File: src/rtl/ras_ckpt.sv
// ras_ckpt: checkpoint-restorable return address stack for the fetch predictor.
// Fetch pushes on predicted calls and pops on predicted returns. A mispredict
// restores the {index, count, top target} snapshot taken with the prediction.
module ras_ckpt #(
    parameter int RAS_ENTRIES      = 8,
    parameter int RAS_TARGET_WIDTH = 31,
    parameter logic [RAS_TARGET_WIDTH-1:0] RAS_INIT_TARGET = '0,
    parameter int RAS_REPAIR_TOP   = 1,
    localparam int IW = $clog2(RAS_ENTRIES),
    localparam int CW = $clog2(RAS_ENTRIES + 1)
) (
    input  logic                        CLK,
    input  logic                        RST,
    input  logic                        push_valid,
    input  logic [RAS_TARGET_WIDTH-1:0] push_target,
    input  logic                        pop_valid,
    input  logic                        restore_valid,
    input  logic [IW-1:0]               restore_index,
    input  logic [CW-1:0]               restore_count,
    input  logic [RAS_TARGET_WIDTH-1:0] restore_top_target,
    output logic [RAS_TARGET_WIDTH-1:0] top_target,
    output logic [IW-1:0]               top_index,
    output logic [CW-1:0]               top_count,
    output logic                        empty
);

    localparam logic [CW-1:0] FULL_COUNT = CW'(RAS_ENTRIES);

    logic [RAS_TARGET_WIDTH-1:0] entry [RAS_ENTRIES];
    logic [IW-1:0]               ptr;
    logic [CW-1:0]               count;

    logic [IW-1:0]               ptr_nxt;
    logic [CW-1:0]               count_nxt;
    logic                        wr_en;
    logic [IW-1:0]               wr_idx;
    logic [RAS_TARGET_WIDTH-1:0] wr_data;

    // Work out the next pointer/count and the single entry write for this cycle;
    // restore outranks push/pop, and push+pop together replaces the top in place.
    always_comb begin
        ptr_nxt   = ptr;
        count_nxt = count;
        wr_en     = 1'b0;
        wr_idx    = ptr;
        wr_data   = push_target;
        if (restore_valid) begin
            ptr_nxt   = restore_index;
            count_nxt = restore_count;
            wr_en     = (RAS_REPAIR_TOP != 0);
            wr_idx    = restore_index;
            wr_data   = restore_top_target;
        end else if (push_valid && pop_valid) begin
            wr_en = 1'b1;
            if (count == '0) begin
                count_nxt = CW'(1);
            end
        end else if (push_valid) begin
            ptr_nxt = ptr + 1'b1;
            wr_en   = 1'b1;
            wr_idx  = ptr + 1'b1;
            if (count != FULL_COUNT) begin
                count_nxt = count + 1'b1;
            end
        end else if (pop_valid) begin
            ptr_nxt = ptr - 1'b1;
            if (count != '0) begin
                count_nxt = count - 1'b1;
            end
        end
    end

    // Pointer and count registers; underflowing pops still move the pointer.
    always_ff @(posedge CLK or posedge RST) begin
        if (RST) begin
            ptr   <= '0;
            count <= '0;
        end else begin
            ptr   <= ptr_nxt;
            count <= count_nxt;
        end
    end

    // Stack storage; overflow silently overwrites the oldest entry.
    always_ff @(posedge CLK or posedge RST) begin
        if (RST) begin
            for (int i = 0; i < RAS_ENTRIES; i++) begin
                entry[i] <= RAS_INIT_TARGET;
            end
        end else if (wr_en) begin
            entry[wr_idx] <= wr_data;
        end
    end

    // Snapshot outputs come straight from registered state.
    always_comb begin
        top_target = entry[ptr];
        top_index  = ptr;
        top_count  = count;
        empty      = (count == '0);
    end

    restore_count_legal: assert property (@(posedge CLK) disable iff (RST)
        restore_valid |-> (restore_count <= FULL_COUNT));

endmodule

File: config.mk
export PLATFORM = sky130hd
export DESIGN_NAME = ras_ckpt
export DESIGN_NICKNAME = d
export VERILOG_FILES = /design/src/rtl/ras_ckpt.sv
export SDC_FILE = /design/constraint.sdc
export NUM_CORES = 1
export LEC_CHECK = 0
export ABC_AREA = 0
export BUFFER_PORTS_ARGS = -buffer_cell sky130_fd_sc_hd__buf_2
export CAP_MARGIN = 20
export CORE_ASPECT_RATIO = 0.6
export CORE_MARGIN = 2
export CORE_UTILIZATION = 50
export CTS_CLUSTER_DIAMETER = 200
export DETAILED_ROUTE_END_ITERATION = 8
export PLACE_DENSITY = 0.79
export SETUP_SLACK_MARGIN = 0.05
export SLEW_MARGIN = 20
export SYNTH_ARGS = -nofsm -noshare
export SYNTH_HDL_FRONTEND = slang
export SYNTH_SLANG_ARGS = --single-unit
File: constraint.sdc
create_clock -name CLK -period 13.1 [get_ports CLK]
set_clock_uncertainty 0.15 [all_clocks]
set_input_delay 0.655 -clock CLK [delete_from_list [all_inputs] [get_ports CLK]]
set_output_delay 0.655 -clock CLK [all_outputs]
set_load 0.02 [all_outputs]
Word level (Yosys, flattened, before mapping). Index checks and enable logic that the tools add are counted.

Bits in registers: 255. Input bits: 74. Output and inout bits: 39. Logic and storage cells: 56.

$add $sub $neg: 4. Magnitude comparators: 3. Equality and inequality tests: 4. Mux-type cells: 24. Bitwise gates (word level): 2. Reductions and logical operators: 9.

Operators with widths (count): $bwmux W248 (1); $mux W31 (4); $bmux W31 S3 (1); $demux W31 S3 (1); $mux W4 (7); $mux W3 (7); $reduce_bool A4 Y1 (3); $ge A4 B4 Y1 const B (2); $not A3 Y4 (2); $add A4 B1 Y4 const B (1); $logic_not A4 Y1 (1); $lt A4 B1 Y1 const B (1); $ne A4 B1 Y1 const B (1); $ne A4 B4 Y1 const B (1); $reduce_and A4 Y1 (1); $sub A4 B1 Y4 const B (1); $add A3 B1 Y3 const B (1); $mux W1 (3); $ne A3 B3 Y1 const B (1); $reduce_bool A3 Y1 (1); $sub A3 B1 Y3 const B (1); $logic_and A1 B1 Y1 (2); $ne A2 B2 Y1 const B (1); $reduce_and A2 Y1 (1).

Longest topological paths before layout.
Word-level depth: 10. Depth in mapped cells: 10. Gate-level depth less buffers: 6.

Least setup slack after synthesis. No wires, ideal clock.

Path kind: reg2reg. From: reg ptr[0] (netlist: top_index[0]). To: reg entry[100] (netlist bit). Setup time: 0.125 ns. Data arrival time: 2.902 ns. Data required time: 12.825 ns. Setup slack: 9.923 ns. Cell stages (with the launch flop): 11. Path buffers: 4. Clock period less this slack: 3.177 ns. Cell sequence: dfrtp_1 > buf_2 > buf_2 > buf_2 > inv_1 > ha_1 > nand4bb_1 > o311ai_2 > a211oi_2 > buf_6 > mux2_2.

Word-level cells in the longest chain between the ends: 10. Elaborated cells on any way between the ends: 11. Classes of those cells: add/sub (1); order compare (2); mux (6); bitwise (1); reduce/logical (1).

Ends and longest elaborated chain: start, declared (RTL line 30) `logic [IW-1:0] ptr;`; start signal, assigned (RTL line 79) `ptr <= ptr_nxt;`; $add A3 B1 Y3 (RTL line 61) `wr_idx = ptr + 1'b1;`; $mux W3 (RTL line 58) `end else if (push_valid) begin`; $mux W3 * (RTL line 53) `end else if (push_valid && pop_valid) begin`; $mux W3 * (RTL line 47) `if (restore_valid) begin`; $not A3 Y4 (not written as such) * (RTL line 91) `entry[wr_idx] <= wr_data;`; $ge A4 B4 Y1 (not written as such) / $lt A4 B1 Y1 (equally long branches) (RTL line 91); $logic_and A1 B1 Y1 (not written as such) (RTL line 91); $mux W31 (not written as such) (RTL line 91); $demux W31 S3 * (RTL line 91); $bwmux W248 * (RTL line 91); end signal, assigned by index (RTL line 91); end, declared (RTL line 29) `logic [RAS_TARGET_WIDTH-1:0] entry [RAS_ENTRIES];`.

Every way passes the cells marked *; elsewhere a longest branch is shown, timed or not. A chain may end at the register's enable or synchronous reset.

Worst setup path after layout.
From: reg ptr[0] (netlist: top_index[0]). To: reg entry[71] (netlist bit).

The elaborated chain is that of the path after synthesis.

==> metrics.md <==
| Metric | Value |
|---|---|
| Routed vias | `6867` |
| PD cells | `209 nW/um2` |
| HPWL after detailed placement | `15.8 mm` |
| Initial antenna violation count | `0` |
| FMAX | `0.253 GHz` |
| CTS buffer count | `24` |
| Initial Util | `0.511` |
| Slew headroom | `0.280` |
| Yosys cell types | `45` |
| Total GRT Usage | `0.207` |
| Seq/Total Area, Yosys | `0.514` |
| Slew Limit Fails | `0` |
| #FFs+latches synth | `255` |
| Final ANT Viol Nets | `0` |
| Cell depth of the worst flop-to-flop path | `6` |
| HP Class | `primary input to asynchronous set/reset pin` |
| CTS tree | `yes` |
| GPL Wtd Cong | `0.753` |
| Worst path cell trace | `buf_4 > xnor2_1 > a21boi_0 > a211oi_4 > buf_4 > mux2_2` |
| Synth-to-layout area growth | `12.2%` |
| DR iter-0 viols | `439` |
| WL per Instance | `21.8 um` |
| Post-Route WL | `26.0 mm` |
| Buf+Inv Stages, Crit Path | `2` |
| Ratio of cells with drive above 1 in the final layout | `0.601` |
| Skew-Pair Late Insertion Delay | `520 ps` |
| Core Rows | `44` |
| Least-Margin Pin Slew | `1080 ps` |
| MaxCap Viol Count | `0` |
| Reg2Reg Launch Point | `top_index[0]` |
| CP dominant cell by count | `buf_4` |
| CP delay by family, top | `compound AO/OA/AOI/OAI gates` |
| Die H | `126 um` |
| Final nets | `932` |
| CTS Sinks | `255` |
| Leakage power | `5.98 nW` |
| Top-level port count | `113` |
| Crit path max-delay cell type | `a211oi_4` |
| Hold_buf cts | `0` |
| Worst endpoint required time | `13350 ps` |
| Yosys warns | `0` |
| Reg2reg setup slack | `9150 ps` |
| FF-to-FF End | `entry[71]` |
| Critical Path End Type | `register` |
| Final hold violations | `0` |
| RSZ-0062 raised after global routing | `false` |
| Pwr Total | `2.91 mW` |
| Detailed-route vias per instance | `5.76` |
| H-tree levels | `1` |
| DRC Markers | `0` |
| Max stage delay on crit path | `920 ps` |
| Clock transition at path regs | `60 ps` |
| Post-Syn Instances | `755` |
| Die Wd | `207 um` |
| First-pass GRT wire length | `43.0 mm` |
| Core area | `24300 um2` |
| Critical path class | `register to register` |
| IO Port Bufs | `112` |
| Syn_nets | `834` |
| Syn Area/Cell | `16.4 um2` |
| CTS root buffer | `clkbuf_16` |
| Crit start category | `register` |
| Final Cycle Share | `0.301` |
| Largest net degree at the start of global routing | `120` |
| Fill cells | `1890` |
| DIE AREA | `26100 um2` |
| Ant. Diodes | `0` |
| Final period demand of the worst path | `3950 ps` |
| Synth Cell Area | `12400 um2` |
| Global route overflow | `0` |
| Status | `complete, no violations` |
| Maximum VDD drop | `0.137 mV` |
| Resized cells post-CTS | `0` |
| CTS Buffer Depth | `3` |
| Vias in the first global route | `7346` |
| WP data arrival | `4200 ps` |
| Final setup vio count | `0` |
| Drt pass-1 iters | `4` |
| Fin Setup TNS | `0 ps` |
| Worst-path fanout max | `38` |
| Postcts setup bufs | `0` |
## cell type report
cell class | count | area, um2 | area share
multi-input cells | 443 | 5650 | 0.406
repair buffers | 121 | 628 | 0.0451
flip-flops and latches | 255 | 6390 | 0.459
clock inverters | 5 | 78.8 | 0.00566
inverters | 8 | 37.5 | 0.00270
clock buffers | 38 | 734 | 0.0527
well taps | 322 | 403 | 0.0289
## cells in the final DEF, fill, tap and decap left out, types with 6 or more instances in the layout
| master | instances |
|---|---|
| clkbuf_16 | 25 |
| buf_2 | 112 |
| o21ai_0 | 6 |
| inv_1 | 7 |
| clkbuf_1 | 7 |
| mux2_1 | 23 |
| nand2_1 | 7 |
| mux4_2 | 62 |
| dfrtp_1 | 252 |
| mux2_4 | 30 |
| mux2_2 | 259 |
| clkbuf_8 | 6 |
| buf_4 | 9 |
## power breakdown
group	total, mW	switching [mW]	internal, mW	leakage (nW)
Combinational	0.886	0.349	0.537	2.55
Sequential	1.31	0.191	1.11	3.04
Clock	0.721	0.297	0.424	0.400
## cells by family (layout without fill, tap and decap cells)
kind of cell,Yosys count,count (layout),synth area share
buffers and inverters,57,172,0.0325
flip-flops,255,255,0.514
AND/OR/NAND/NOR,32,32,0.0201
XOR/XNOR,5,5,0.00353
multiplexers,378,378,0.409
adder cells (fa/ha/maj),5,5,0.00565
AO/OA/AOI/OAI,23,23,0.0149
## cell usage after synthesis (all sizes together)
| cell | n | share of area |
|---|---|---|
| a211oi | 5 | 0.0046 |
| a21boi | 1 | 0.00061 |
| a21oi | 1 | 0.00040 |
| a22oi | 1 | 0.00061 |
| a2bb2oi | 1 | 0.00071 |
| a31oi | 1 | 0.00050 |
| and3b | 1 | 0.00071 |
| buf | 40 | 0.027 |
| clkbuf | 9 | 0.0027 |
| dfrtp | 255 | 0.51 |
| fa | 1 | 0.0016 |
| ha | 4 | 0.0040 |
| inv | 8 | 0.0024 |
| mux2 | 312 | 0.29 |
| mux2i | 4 | 0.0042 |
| mux4 | 62 | 0.11 |
| nand2 | 7 | 0.0021 |
| nand2b | 3 | 0.0015 |
| nand3 | 2 | 0.00081 |
| nand3b | 1 | 0.0016 |
| nand4 | 4 | 0.0069 |
| nand4bb | 1 | 0.00091 |
| nor2 | 5 | 0.0015 |
| nor2b | 4 | 0.0020 |
| nor3 | 1 | 0.00040 |
| nor3b | 1 | 0.00061 |
| nor4 | 1 | 0.00050 |
| o211ai | 1 | 0.00061 |
| o21ai | 7 | 0.0028 |
| o221ai | 1 | 0.00071 |
| o22ai | 1 | 0.00050 |
| o2bb2ai | 1 | 0.00071 |
| o311a | 1 | 0.00081 |
| o311ai | 1 | 0.0013 |
| or3 | 1 | 0.00050 |
| xnor2 | 4 | 0.0028 |
| xor2 | 1 | 0.00071 |
## per-layer routing
metal  track usage  part of all wire
met2         0.314              0.44
met4        0.0357             0.015
met1         0.324              0.50
met3        0.0309             0.041
met5             0                 0
## through the flow
stage	instance area [um2]	instances	util	hold slack (ps)	worst slack, ps
2_1_floorplan	12400	755	-	303	5280
6_report	13900	1192	0.574	124	9150
4_1_cts	13900	1192	0.574	175	9100
3_5_place_dp	13100	1149	0.540	324	9000
5_1_grt	13900	1192	0.574	199	8860
3_3_place_gp	13100	1149	0.540	318	9100
## worst register-to-register path, stage by stage (launching register included)
cell	delay, ps
dfrtp_4	790
buf_4	670
xnor2_1	210
a21boi_0	250
a211oi_4	920
buf_4	460
mux2_2	380
## state kept, by name, indices dropped and copies added, names as in the netlist
name / flops
entry: 248
top_count: 4
top_index: 3
## worst max path at each step
stage	from	to	slack, ps	cells after the start
3_5_place_dp	restore_valid	entry[23]	9000	6
3_3_place_gp	restore_valid	entry[23]	9100	6
4_1_cts	top_index[0]	entry[13]	9100	6
5_1_grt	top_index[0]	entry[75]	8860	6
2_1_floorplan	RST	entry[0]	5280	1
6_report	top_index[0]	entry[71]	9150	6
No activity file was read; power rests on OpenSTA's default activity.
